File: src/rtl/alien_formation_ctrl.sv
// Alien formation origin sequencer: march, edge drop/reverse,
// kill-driven speed-up, landing and defeat halt.
module alien_formation_ctrl #(
   parameter int SCREEN_W  = 640,
   parameter int ALIEN_W   = 30,
   parameter int ALIEN_WS  = 10,
   parameter int ALIEN_H   = 20,
   parameter int ALIEN_HS  = 10,
   parameter int NUM_COLS  = 10,
   parameter int NUM_ROWS  = 5,
   parameter int STEP_X    = 10,
   parameter int STEP_Y    = 10,
   parameter int START_ROW = 40,
   parameter int START_COL = 100,
   parameter int MIN_TICKS = 2,
   parameter int LAND_ROW  = 400
) (
   input  logic                         Clk,
   input  logic                         Reset_N,
   input  logic                         Game_Start,
   input  logic                         Frame_Tick,
   input  logic [NUM_ROWS*NUM_COLS-1:0] Aliens_Grid,
   input  logic                         Aliens_Defeated,
   output logic [8:0]                   Aliens_Row,
   output logic [9:0]                   Aliens_Col,
   output logic                         Direction,
   output logic                         Step_Pulse,
   output logic                         Aliens_Landed,
   output logic [1:0]                   Ctrl_State
);

   localparam int COL_PITCH = ALIEN_W + ALIEN_WS;
   localparam int ROW_PITCH = ALIEN_H + ALIEN_HS;

   typedef enum logic [1:0] {
      IDLE  = 2'b00,
      MARCH = 2'b01,
      DROP  = 2'b10,
      HALT  = 2'b11
   } state_e;

   state_e      state_q;
   logic [8:0]  row_q;
   logic [9:0]  col_q;
   logic        dir_q;
   logic        pulse_q;
   logic        landed_q;
   logic [5:0]  cnt_q;

   logic [NUM_COLS-1:0] col_any;
   logic [NUM_ROWS-1:0] row_any;
   logic [5:0]  live_cnt;
   logic [3:0]  l_idx;
   logic [3:0]  r_idx;
   logic [2:0]  b_idx;
   logic [10:0] right_edge;
   logic [10:0] left_edge;
   logic [9:0]  bottom;
   logic [5:0]  interval;
   logic        any_live;
   logic        landing;
   logic        step_due;
   logic        hit_right;
   logic        hit_left;

   // Occupancy summary of the live grid: population, outer columns, lowest row
   always_comb begin
      col_any  = '0;
      row_any  = '0;
      live_cnt = '0;
      l_idx    = '0;
      r_idx    = '0;
      b_idx    = '0;
      for (int r = 0; r < NUM_ROWS; r++) begin
         for (int c = 0; c < NUM_COLS; c++) begin
            if (Aliens_Grid[r*NUM_COLS+c]) begin
               col_any[c] = 1'b1;
               row_any[r] = 1'b1;
               live_cnt   = live_cnt + 6'd1;
            end
         end
      end
      for (int c = NUM_COLS-1; c >= 0; c--) begin
         if (col_any[c]) l_idx = 4'(c);
      end
      for (int c = 0; c < NUM_COLS; c++) begin
         if (col_any[c]) r_idx = 4'(c);
      end
      for (int r = 0; r < NUM_ROWS; r++) begin
         if (row_any[r]) b_idx = 3'(r);
      end
   end

   // Pixel extents of the live block and step/edge/landing decisions
   always_comb begin
      right_edge = {1'b0, col_q} + 11'(r_idx) * 11'(COL_PITCH)
                 + 11'(ALIEN_W);
      left_edge  = {1'b0, col_q} + 11'(l_idx) * 11'(COL_PITCH);
      bottom     = {1'b0, row_q} + 10'(b_idx) * 10'(ROW_PITCH)
                 + 10'(ALIEN_H);
      interval   = 6'(MIN_TICKS) + (live_cnt >> 1);
      any_live   = |Aliens_Grid;
      landing    = any_live && (bottom >= 10'(LAND_ROW));
      step_due   = Frame_Tick && any_live && ((cnt_q + 6'd1) >= interval);
      hit_right  = (right_edge + 11'(STEP_X)) > 11'(SCREEN_W);
      hit_left   = left_edge < 11'(STEP_X);
   end

   // Formation controller: origin, direction, tick counter, status flags
   always_ff @(posedge Clk or negedge Reset_N) begin
      if (!Reset_N) begin
         state_q  <= IDLE;
         row_q    <= 9'(START_ROW);
         col_q    <= 10'(START_COL);
         dir_q    <= 1'b1;
         pulse_q  <= 1'b0;
         landed_q <= 1'b0;
         cnt_q    <= '0;
      end else begin
         pulse_q <= 1'b0;
         if (Game_Start) begin
            state_q  <= MARCH;
            row_q    <= 9'(START_ROW);
            col_q    <= 10'(START_COL);
            dir_q    <= 1'b1;
            landed_q <= 1'b0;
            cnt_q    <= '0;
         end else begin
            unique case (state_q)
               IDLE: ;
               MARCH: begin
                  if (Aliens_Defeated) begin
                     state_q <= HALT;
                  end else if (landing) begin
                     state_q  <= HALT;
                     landed_q <= 1'b1;
                  end else if (step_due) begin
                     cnt_q <= '0;
                     if (dir_q ? hit_right : hit_left) begin
                        state_q <= DROP;
                     end else begin
                        col_q   <= dir_q ? col_q + 10'(STEP_X)
                                         : col_q - 10'(STEP_X);
                        pulse_q <= 1'b1;
                     end
                  end else if (Frame_Tick && any_live) begin
                     cnt_q <= cnt_q + 6'd1;
                  end
               end
               DROP: begin
                  if (Aliens_Defeated) begin
                     state_q <= HALT;
                  end else if (landing) begin
                     state_q  <= HALT;
                     landed_q <= 1'b1;
                  end else begin
                     row_q   <= row_q + 9'(STEP_Y);
                     dir_q   <= ~dir_q;
                     cnt_q   <= '0;
                     pulse_q <= 1'b1;
                     state_q <= MARCH;
                  end
               end
               HALT: ;
               default: state_q <= IDLE;
            endcase
         end
      end
   end

   assign Aliens_Row    = row_q;
   assign Aliens_Col    = col_q;
   assign Direction     = dir_q;
   assign Step_Pulse    = pulse_q;
   assign Aliens_Landed = landed_q;
   assign Ctrl_State    = state_q;

endmodule

File: config.mk
export PLATFORM = sky130hd
export DESIGN_NAME = alien_formation_ctrl
export DESIGN_NICKNAME = d
export VERILOG_FILES = /design/src/rtl/alien_formation_ctrl.sv
export SDC_FILE = /design/constraint.sdc
export NUM_CORES = 1
export LEC_CHECK = 0
export ABC_AREA = 1
export ABC_CLOCK_PERIOD_IN_PS = 4960
export CORE_MARGIN = 2
export CORE_UTILIZATION = 35
export DETAILED_ROUTE_END_ITERATION = 8
export SLEW_MARGIN = 0
export SYNTH_ARGS = -nofsm -noshare
export SYNTH_HDL_FRONTEND = slang
export SYNTH_SLANG_ARGS = --single-unit
File: constraint.sdc
create_clock -name Clk -period 4.96 [get_ports Clk]
set_input_delay 0.992 -clock Clk [delete_from_list [all_inputs] [get_ports Clk]]
set_output_delay 0.992 -clock Clk [all_outputs]
set_load 0.005 [all_outputs]
* Word-level counts from Yosys, hierarchy flattened
Cells that the tools add are included.
Widths: inputs -> output; s select.
** Storage, ports and cells
- Register bits after elaboration :: 30
- Input port bits :: 55
- Output and inout bits :: 24
- Word-level logic and storage cells :: 310
** Cells by class
- $add $sub $neg :: 60
- Multiply operators :: 3
- Order comparisons :: 4
- Equal/unequal tests :: 12
- Multiplexer cells :: 207
- Bitwise logic cells :: 1
- Reduce and logical (&&, ||, !) cells :: 16
** Operators by type and width (number)
- $mux 6 :: 56
- $add 6x1->6 const B :: 50
- $mux 1 :: 109
- $mux 4 :: 18
- $mux 10 :: 7
- $reduce_or 50->1 :: 1
- $mux 9 :: 4
- $add 10x10->11 :: 2
- $mul 4x3->7 const B :: 2
- $mux 2 :: 7
- $ne 3x3->1 const B :: 4
- $pmux 6 s2 :: 1
- $add 11x4->11 const B :: 1
- $add 11x5->11 const B :: 1
- $gt 11x10->1 const B :: 1
- $lt 11x4->1 const B :: 1
- $add 10x4->10 const B :: 1
- $add 10x5->10 const B :: 1
- $add 9x8->10 :: 1
- $ge 10x9->1 const B :: 1
- $ne 5x5->1 const B :: 2
- $reduce_bool 2->1 :: 5
- $sub 10x4->10 const B :: 1
- $add 9x4->9 const B :: 1
- other kinds (17) :: 25

* Logic depth before layout (Yosys ltp)
Gate-level depths: netlist of the first run.
- Depth in word-level cells :: 107
- Depth in mapped cells :: 161
- Gate-level depth less buffers :: 161

* Least setup slack after synthesis of the first run
Ideal clock, no wire load.
- Path kind :: input port to flip-flop
- Start point :: in Aliens_Grid[0]
- End point :: reg col_q[6] (netlist: Aliens_Col[6])
- Setup time :: 0.111 ns
- Arrival time :: 21.116 ns
- Data required time :: 4.849 ns
- Setup slack :: -16.267 ns
- Cell stages on the path :: 158
- Path buffers :: 1
- Cell sequence :: inv_1 -> ha_1 -> inv_1 -> nand2_2 -> nand2_2 -> inv_1 -> ha_1 -> nand2_1 -> nand2_1 -> nand2_1 -> nand2_1 -> o21ai_0 -> ha_1 -> or2_2 -> nand2_1 -> nand2_1 -> nand3_1 -> nand2_1 -> (+122 left out) -> ha_1 -> nand2_1 -> nand2_1 -> nand2_1 -> inv_1 -> ha_1 -> inv_1 -> ha_1 -> o21a_1 -> o21a_1 -> o21a_1 -> o21ai_0 -> a21oi_1 -> inv_1 -> nor3_1 -> nand2_1 -> clkbuf_1 -> o311ai_0
** Between the ends
- Longest elaborated chain between the ends :: 104
- Elaborated cells on any way between the ends :: 119
- Classes of those cells :: 51 x add/sub; 1 x mul; 2 x order compare; 2 x eq/ne; 57 x mux; 6 x reduce/logical
** RTL lines
- start, declared :: line 22 : input logic [NUM_ROWS*NUM_COLS-1:0] Aliens_Grid,
- $mux 1 :: line 76 : if (Aliens_Grid[r*NUM_COLS+c]) begin
- $add 6x1->6 :: line 79 : live_cnt = live_cnt + 6'd1;
- $mux 6 :: line 76
- $add 6x1->6 :: line 79
- $mux 6 :: line 76
- $add 6x1->6 :: line 79
- $mux 6 :: line 76
- $add 6x1->6 :: line 79
- (+88 left out)
- $mux 6 :: line 76
- $add 6x1->6 :: line 79
- $mux 6 :: line 76
- $add 2x5->6 :: line 101 : interval = 6'(MIN_TICKS) + (live_cnt >> 1);
- $ge 6x6->1 :: line 104 : step_due = Frame_Tick && any_live && ((cnt_q + 6'd1) >= interval);
- $logic_and 1x1->1 :: line 104
- $reduce_bool 2->1 (no source line)
- $reduce_and 5->1 (no source line) *
- end signal, assigned :: line 114 : col_q <= 10'(START_COL);
- end signal, assigned :: line 124 : col_q <= 10'(START_COL);
- end signal, assigned :: line 142 : col_q <= dir_q ? col_q + 10'(STEP_X)
- end, declared :: line 44 : logic [9:0] col_q;
Every way passes the cells marked *; elsewhere a longest branch is shown, timed or not.
A chain may end at the register's enable or synchronous reset.

* Worst setup path after layout of the first run
- Start point :: in Aliens_Grid[1]
- End point :: reg col_q[8] (netlist: Aliens_Col[8])
** Between the ends
- Longest elaborated chain between the ends :: 102
- Elaborated cells on any way between the ends :: 132
- Classes of those cells :: 53 x add/sub; 2 x mul; 3 x order compare; 2 x eq/ne; 66 x mux; 6 x reduce/logical
** RTL lines (line)
- $mux 6 :: 76
- $add 6x1->6 :: 79
- $mux 6 :: 76
- $add 6x1->6 :: 79
- $mux 6 :: 76
- $add 6x1->6 :: 79
- $mux 6 :: 76
- $add 6x1->6 :: 79
- (+86 left out)
- $mux 6 :: 76
- $add 6x1->6 :: 79
- $mux 6 :: 76
- $add 2x5->6 :: 101
- $ge 6x6->1 :: 104
- $logic_and 1x1->1 :: 104
- $reduce_bool 2->1 (no source line)
- $reduce_and 5->1 (no source line) *
Marks and branches as above.

==> run summary, run 1 <==
Commonest non-fill, non-tap cell in the layout - nand2_1
Total CTS buffers - 3
Setup Crit Path Kind - input pin to flip-flop
Library cells used by synthesis - 47
DR iter-0 viols - 444
Initial antenna violation count - 0
Detailed-route DRC error count - 0
Inserted Diodes - 0
CTS tree - done
Worst-path fanout max - 5
Effective utilization at floorplan - 35.4%
Clock Pin Slew Worst Setup and Hold Paths - 0.07 ns
Status - finished, violations left
Data required, critical path - 5.07 ns
Share of cells above drive strength 1 - 36.9%
# setup viols final - 28
Routed Antenna Nets - 0
Cells after Synth - 2036
Largest net degree at the start of global routing - 29
Sequential-to-total area share from yosys stat - 6.17%
Chip Height - 185 um
Peak supply drop - 317 uV
Part of the cycle the worst path needs - 417%
Setup Slack @ Placement - -16.89 ns
# fillers - 3221
Slew Limit Headroom - 48.5%
Routability cong. - 0.876
Startpoint types - input pin
GRT overflow - 0
# rows - 66
1st-pass router iterations - 5
Sink Count - 28
Clk_lat worst skew - 0.26 ns
WL final - 34700 um
#FFs+latches synth - 28
Crit path largest cell delay - 0.30 ns
H-Tree Depth - 1
Crit path arrival time - 20.80 ns
Most frequent cells in the layout - 557 x nand2_1, 514 x buf_4, 334 x inv_1
Crit path time final - 20.69 ns
Die Area - 34200 um2
LEAKAGE - 10.4 nW
Final core occ - 54.5%
Worst setup margin - -15.73 ns
PD cells - 459 nW/um2
Synth warnings - 0
Max-cap violations - 0
Violated checks - negative setup slack
Io pins - 79
Hold crit path type - flip-flop to flip-flop
Dpl cells - 3002
Worst path most repeated cell - nand2_2
Clock buffer depth - 2
Via density - 4.61
Achievable Freq - 48.3 MHz
Global-route wire length before repair - 59300 um
CP endpoint kind - flip-flop
Worst Max-Slew Pin Slew - 0.771 ns
GRT Total Usage - 20.1%
Final Max Slew Viols - 0
P&R area growth vs syn - 53.7%
Final Hold Vio Count - 0
PnR Total Power - 8.09 mW
Clock Skews - 0.00536 ns
Unrepaired setup endpoints after global routing - yes
Vias post-DR - 14200
IO buf count - 76
Core Area - 32400 um2
Non-Filler Instances - 3079
Final nets - 2813
Mapped cell area - 11500 um2
Vias in the first global route - 13800
HPWL after DPL - 28900 um
Width of the die - 185 um
CP max stage cell - ha_1
Clock tree root driver cell - clkbuf_16
Syn Area/Cell - 5.63 um2
Drt wl/cell - 11.3 um
==> timing repair <==
action                     4_1_cts  5_1_grt
setup buffers                   60       18
gates resized for setup        133       90
pin swaps                      171      148
hold buffers                     0        0
setup endpoints to repair       28       28
==> where the power goes <==
group / total, mW / leakage (nW) / switching (mW) / internal, mW
combinational: 7.49 / 9.97 / 4.22 / 3.27
sequential: 0.359 / 0.361 / 0.0770 / 0.282
clock: 0.242 / 0.0511 / 0.0809 / 0.161
==> worst paths after layout <==
path | from | end | slack, ns | cells past startpoint
min in group asynchronous | Reset_N | Aliens_Row[8] | 1.11 | 2
min reg2reg | cnt_q[5] | cnt_q[5] | 0.51 | 2
max in group asynchronous | Reset_N | Aliens_Col[6] | 3.55 | 2
max reg2reg | Aliens_Row[2] | cnt_q[4] | 1.34 | 22
max | Aliens_Grid[1] | Aliens_Col[8] | -15.73 | 157
min | cnt_q[5] | cnt_q[5] | 0.51 | 2
==> final cells by class <==
cell class / count / area [um2] / area share (%)
Clock buffer: 3 / 75.1 / 0.426
Clock inverter: 1 / 30.0 / 0.170
Inverter: 384 / 1470 / 8.36
Multi-Input combinational cell: 1617 / 10000 / 56.8
Sequential cell: 28 / 708 / 4.02
Tap cell: 442 / 553 / 3.14
Timing Repair Buffer: 604 / 4770 / 27.1
==> cells by family (layout without fill, tap and decap cells) <==
| kind of cell | Yosys count | in the layout | share of synthesized area [%] |
|---|---|---|---|
| adders and majority gates | 120 | 120 | 13.6 |
| DFF | 28 | 28 | 6.18 |
| other | 1 | 3 | 0.0327 |
| xor gates and xnor gates | 52 | 52 | 3.97 |
| and+or+nand+nor | 1313 | 1313 | 56.9 |
| AOI/OAI and AO/OA | 129 | 129 | 6.40 |
| buffers and inverters | 393 | 992 | 13.0 |
==> state kept, by name, indices dropped and copies added (netlist names) <==
signal / cells
Aliens_Col: 9
cnt_q: 6
Direction: 1
Ctrl_State: 2
Step_Pulse: 1
Aliens_Landed: 1
Aliens_Row: 8
==> layer usage <==
metal / routed length [um] / global-route usage, % / vias to the layer above / share of wire [%]
li1: - / - / 7684 / -
met1: 16200 / 25.9 / 6319 / 47
met2: 17000 / 37.4 / 149 / 49
met3: 768 / 1.00 / 44 / 2.2
met4: 634 / 3.37 / 0 / 1.8
met5: 0 / 0 / - / 0
==> metrics by stage <==
step	instance area, um2	TNS [ns]	hold slack [ns]
floorplan	11700	-265.11	0.470
global placement	16300	-301.27	0.486
detailed placement	16300	-314.77	0.487
CTS	17100	-289.76	0.514
global route	17600	-315.64	0.528
finish	17600	-286.70	0.514
==> worst max-delay path, delay by kind of cell <==
| family | cells | cell delay [ns] |
|---|---|---|
| XOR/XNOR | 19 | 2.67 |
| AO/OA/AOI/OAI | 26 | 3.48 |
| buffers and inverters | 18 | 1.15 |
| AND/OR/NAND/NOR | 68 | 5.70 |
| adder cells (fa/ha/maj) | 26 | 6.79 |
==> cell usage after synthesis, drive strengths merged <==
cell type / n / area (um2)
a21oi: 35 / 175
buf: 3 / 26.3
clkinv: 1 / 3.75
dfrtp: 22 / 551
xor2: 30 / 263
inv: 383 / 1440
nand2: 756 / 3290
nor4: 8 / 50.1
o31ai: 4 / 30.0
a31oi: 4 / 25.0
dfstp: 6 / 158
clkbuf: 6 / 22.5
o2111ai: 1 / 8.76
nand3b: 32 / 240
and3: 1 / 6.26
o41ai: 1 / 8.76
o21ai: 61 / 309
ha: 113 / 1410
o21bai: 6 / 45.0
nand4: 14 / 87.6
xnor2: 22 / 193
nand3: 352 / 2200
a211o: 1 / 8.76
a22oi: 1 / 7.51
nor3b: 3 / 22.5
o21a: 6 / 45.0
a211oi: 1 / 7.51
and2: 1 / 6.26
a31o: 1 / 8.76
o311ai: 2 / 17.5
a21boi: 1 / 7.51
o211ai: 4 / 30.0
conb: 1 / 3.75
fa: 7 / 140
nor2: 118 / 470
nor3: 19 / 95.1
or2: 9 / 56.3
Power figures use the tool's default switching activity.
==> inputs of run 2 (changes only) <==
--- a/config.mk
+++ b/config.mk
@@ -7,9 +7,10 @@
 export LEC_CHECK = 0
 export ABC_AREA = 1
 export ABC_CLOCK_PERIOD_IN_PS = 4960
-export CORE_MARGIN = 2
-export CORE_UTILIZATION = 35
+export CORE_UTILIZATION = 63
+export CTS_CLUSTER_SIZE = 14
 export DETAILED_ROUTE_END_ITERATION = 8
+export PLACE_DENSITY = 0.84
 export SLEW_MARGIN = 0
 export SYNTH_ARGS = -nofsm -noshare
 export SYNTH_HDL_FRONTEND = slang
==> run 2 against run 1 <==
Against the previous run:
- the run now fails in global routing
- synthesized area is the same
- synthesized cell count stayed put
==> run summary, run 2 <==
Status - aborted with a tool error
Stopping stage - global routing
Error that halted the flow - [ERROR GRT-0116] Global routing finished with congestion. Check the congestion regions in the DRC Viewer.
Clock buffer depth - 2 (unchanged)
Width of the die - 137 um (-26%)
Library cells used by synthesis - 47 (unchanged)
Io pins - 79 (unchanged)
Post-synth top flop - dfrtp_1
Post-synth top cells - 603 x nand2_1, 372 x inv_1, 265 x nand3_1
Total CTS buffers - 3 (unchanged)
Effective utilization at floorplan - 65.4% (+30 points)
Sink Count - 28 (unchanged)
Clock tree root driver cell - clkbuf_16
Dpl cells - 2750 (-8.4%)
Largest net degree at the start of global routing - 29
Hold-fix buffers, CTS - 0 (unchanged)
Cells after Synth - 2036 (unchanged)
H-Tree Depth - 1 (unchanged)
Post-synth top area share - 19.7% (unchanged)
Chip Height - 137 um (-26%)
GRT overflow - 734
Top-count cell post-synth - nand2_1
Sequential-to-total area share from yosys stat - 6.17% (unchanged)
Global-route wire length before repair - 123000 um
Setup Slack @ Placement - -17.82 ns (-0.928 ns)
HPWL after DPL - 35100 um (+22%)
Routability cong. - 0.920 (+5.0%)
Area contributors post-synth - nand2_1 20%, ha_1 12%, inv_1 12%
Async set-reset flop share out of synthesis - 100% (unchanged)
# rows - 48 (-27%)
GRT Total Usage - 84.7%
#FFs+latches synth - 28 (unchanged)
Number of flops mapped to enable cells by yosys - 0 (unchanged)
IO buf count - 76 (unchanged)
Mapped cell area - 11500 um2 (unchanged)
Synth warnings - 0 (unchanged)
Largest area contributor in the netlist - nand2_1
Vias in the first global route - 23200
Syn Area/Cell - 5.63 um2 (unchanged)
==> run 2: metrics by stage <==
| stage | TNS, ns | hold WS [ns] | utilization (%) | instance area [um2] |
|---|---|---|---|---|
| 3_3_place_gp | -297.74 | 0.472 | 90.1 | 15800 |
| 4_1_cts | -302.76 | 0.531 | 97.2 | 17000 |
| 3_5_place_dp | -331.74 | 0.473 | 90.1 | 15800 |
| 2_1_floorplan | -265.11 | 0.470 | - | 11700 |
==> run 2: routing by layer <==
metal  global-route usage, %  GRT overflow
met5                    10.8             0
met4                     107           206
met1                    77.4            13
met3                    55.0             1
met2                     113           514
==> run 2: what timing repair did <==
item                       in CTS
resized for setup             188
cloned                          0
pin swaps                     166
setup buffers                  94
setup endpoints to repair      28
==> run 2: kinds of logic after synthesis <==
kind of cell,share of synthesized area [%]
flops,6.18
fa+ha+maj,13.6
simple gates,56.9
buf+inv,13.0
compound gates,6.40
xor+xnor,3.97
other cells,0.0327
==> inputs of run 3 (changes only) <==
--- a/config.mk
+++ b/config.mk
@@ -7,10 +7,9 @@
 export LEC_CHECK = 0
 export ABC_AREA = 1
 export ABC_CLOCK_PERIOD_IN_PS = 4960
-export CORE_UTILIZATION = 63
-export CTS_CLUSTER_SIZE = 14
+export CORE_UTILIZATION = 40
 export DETAILED_ROUTE_END_ITERATION = 8
-export PLACE_DENSITY = 0.84
+export PLACE_DENSITY_LB_ADDON = 0.15
 export SLEW_MARGIN = 0
 export SYNTH_ARGS = -nofsm -noshare
 export SYNTH_HDL_FRONTEND = slang
==> run 3 against run 2 <==
Against the previous run:
- the flow now finishes, with violations (negative setup slack)
==> run summary, run 3 (synthesized netlist as in run 1, its figures left out) <==
1st-pass router iterations - 5
Part of the cycle the worst path needs - 422%
Clock tree root driver cell - clkbuf_16
Initial antenna violation count - 0
Drt wl/cell - 11.7 um
Die Area - 29400 um2
Max-cap violations - 0
GRT Total Usage - 23.8%
Total CTS buffers - 3 (unchanged)
Non-Filler Instances - 3034
Global-route wire length before repair - 59400 um
IO buf count - 76 (unchanged)
Final Max Slew Viols - 0
Crit path largest cell delay - 0.30 ns
WHS - 0.499 ns
Max reg flops - 9
Peak supply drop - 414 uV
GRT overflow - 0
Hold crit path type - flip-flop to flip-flop
Share of cells above drive strength 1 - 38.4%
Final Hold Vio Count - 0
PD cells - 465 nW/um2
Slew Limit Headroom - 44.5%
CTS tree - done
Via density - 4.73
Largest net degree at the start of global routing - 29
Worst-path fanout max - 5
Clk_lat worst skew - 0.27 ns
Worst path most repeated cell - nand2_2
Dpl cells - 2940 (+6.9%)
H-Tree Depth - 1 (unchanged)
Status - finished, violations left
Hold-fix buffers, CTS - 0 (unchanged)
HPWL after DPL - 28600 um (-19%)
PnR Total Power - 8.31 mW
Worst setup margin - -15.96 ns
CP max stage cell - ha_1
Most frequent cells in the layout - 549 x nand2_1, 526 x buf_4, 334 x inv_1
Startpoint types - input pin
WL final - 35500 um
# rows - 61 (+27%)
Core Area - 28000 um2
DR iter-0 viols - 531
Final core occ - 63.8%
CP endpoint kind - flip-flop
Io pins - 79 (unchanged)
Achievable Freq - 47.8 MHz
Detailed-route DRC error count - 0
Routability cong. - 0.900 (-2.2%)
LEAKAGE - 10.5 nW
Width of the die - 171 um (+25%)
Unrepaired setup endpoints after global routing - yes
Commonest non-fill, non-tap cell in the layout - nand2_1
P&R area growth vs syn - 55.9%
Crit path arrival time - 21.05 ns
Vias post-DR - 14300
Final nets - 2832
Data required, critical path - 5.09 ns
Worst Max-Slew Pin Slew - 0.830 ns
Inserted Diodes - 0
Clock Skews - 0.00669 ns
Vias in the first global route - 13900
Clock Pin Slew Worst Setup and Hold Paths - 0.07 ns
# fillers - 2537
Violated checks - negative setup slack
Total buffers and inverters traversed by the critical path - 20
# setup viols final - 28
Setup Crit Path Kind - input pin to flip-flop
Routed Antenna Nets - 0
Crit path time final - 20.92 ns
Effective utilization at floorplan - 40.9% (-24 points)
Top delay family on crit path - adder cells
Sink Count - 28 (unchanged)
Final setup TNS - -290.88 ns
Clock buffer depth - 2 (unchanged)
Chip Height - 171 um (+25%)
## run 3: final timing paths
kind,depth (start not counted),slack (ns),end,from
setup / recovery,156,-15.96,Aliens_Col[1],Aliens_Grid[1]
hold / removal,2,0.50,Aliens_Landed,Aliens_Landed
setup reg to reg,21,1.32,cnt_q[4],Aliens_Row[2]
hold reg to reg,2,0.50,Aliens_Landed,Aliens_Landed
max in group asynchronous,2,3.55,Aliens_Col[6],Reset_N
min in group asynchronous,2,1.10,Aliens_Row[8],Reset_N
## run 3: cell type report
cell class / instances / area [um2] / share of cell area, %
clock buffers: 3 / 75.1 / 0.420
repair buffers: 623 / 4930 / 27.6
clock inverters: 1 / 30.0 / 0.168
multi-input cells: 1617 / 10200 / 57.0
flip-flops and latches: 28 / 708 / 3.96
well taps: 378 / 473 / 2.65
inverters: 384 / 1480 / 8.26
## run 3: power by group
part           leakage (nW)  internal (mW)  switching, mW
combinational          10.1           3.40           4.31
sequential            0.361          0.282         0.0744
clock                0.0511          0.161         0.0818
total                  10.5           3.85           4.46
## run 3: worst register-to-register path, stage by stage, from the launching register on
cell and delay [ns]:
dfrtp_1 0.43, inv_1 0.10, ha_1 0.29, inv_1 0.06, ha_1 0.16, inv_1 0.06, fa_2 0.37, nor2_4 0.13
nor2_1 0.05, o21bai_1 0.18, a21oi_1 0.09, o21ai_1 0.15, xnor2_1 0.09, nor3b_2 0.20, nand3_1 0.12, nand3_2 0.12
nand2_2 0.07, buf_4 0.14, o311ai_1 0.29, buf_4 0.26, nand2_1 0.12, o31ai_4 0.07
## run 3: metal layers
metal	wire length, um	track usage, %	part of all wire (%)	vias to the layer above
met5	0	0	0	-
met4	728	5.32	2.1	0
met3	622	1.24	1.8	51
met2	17400	44.1	49	142
met1	16700	30.0	47	6411
li1	-	-	-	7732
## run 3: per-stage QoR
step / instance area, um2 / setup WS, ns
finish: 17900 / -15.96
CTS: 17200 / -16.08
global route: 17900 / -17.32
floorplan: 11700 / -14.76
global placement: 16300 / -16.09
detailed placement: 16300 / -16.96
## run 3: repair_timing
action / in CTS / in global routing
pin swaps: 160 / 168
resized for setup: 140 / 126
setup endpoints to repair: 28 / 28
endpoints found under the hold margin: 0 / 0
setup buffers: 73 / 22
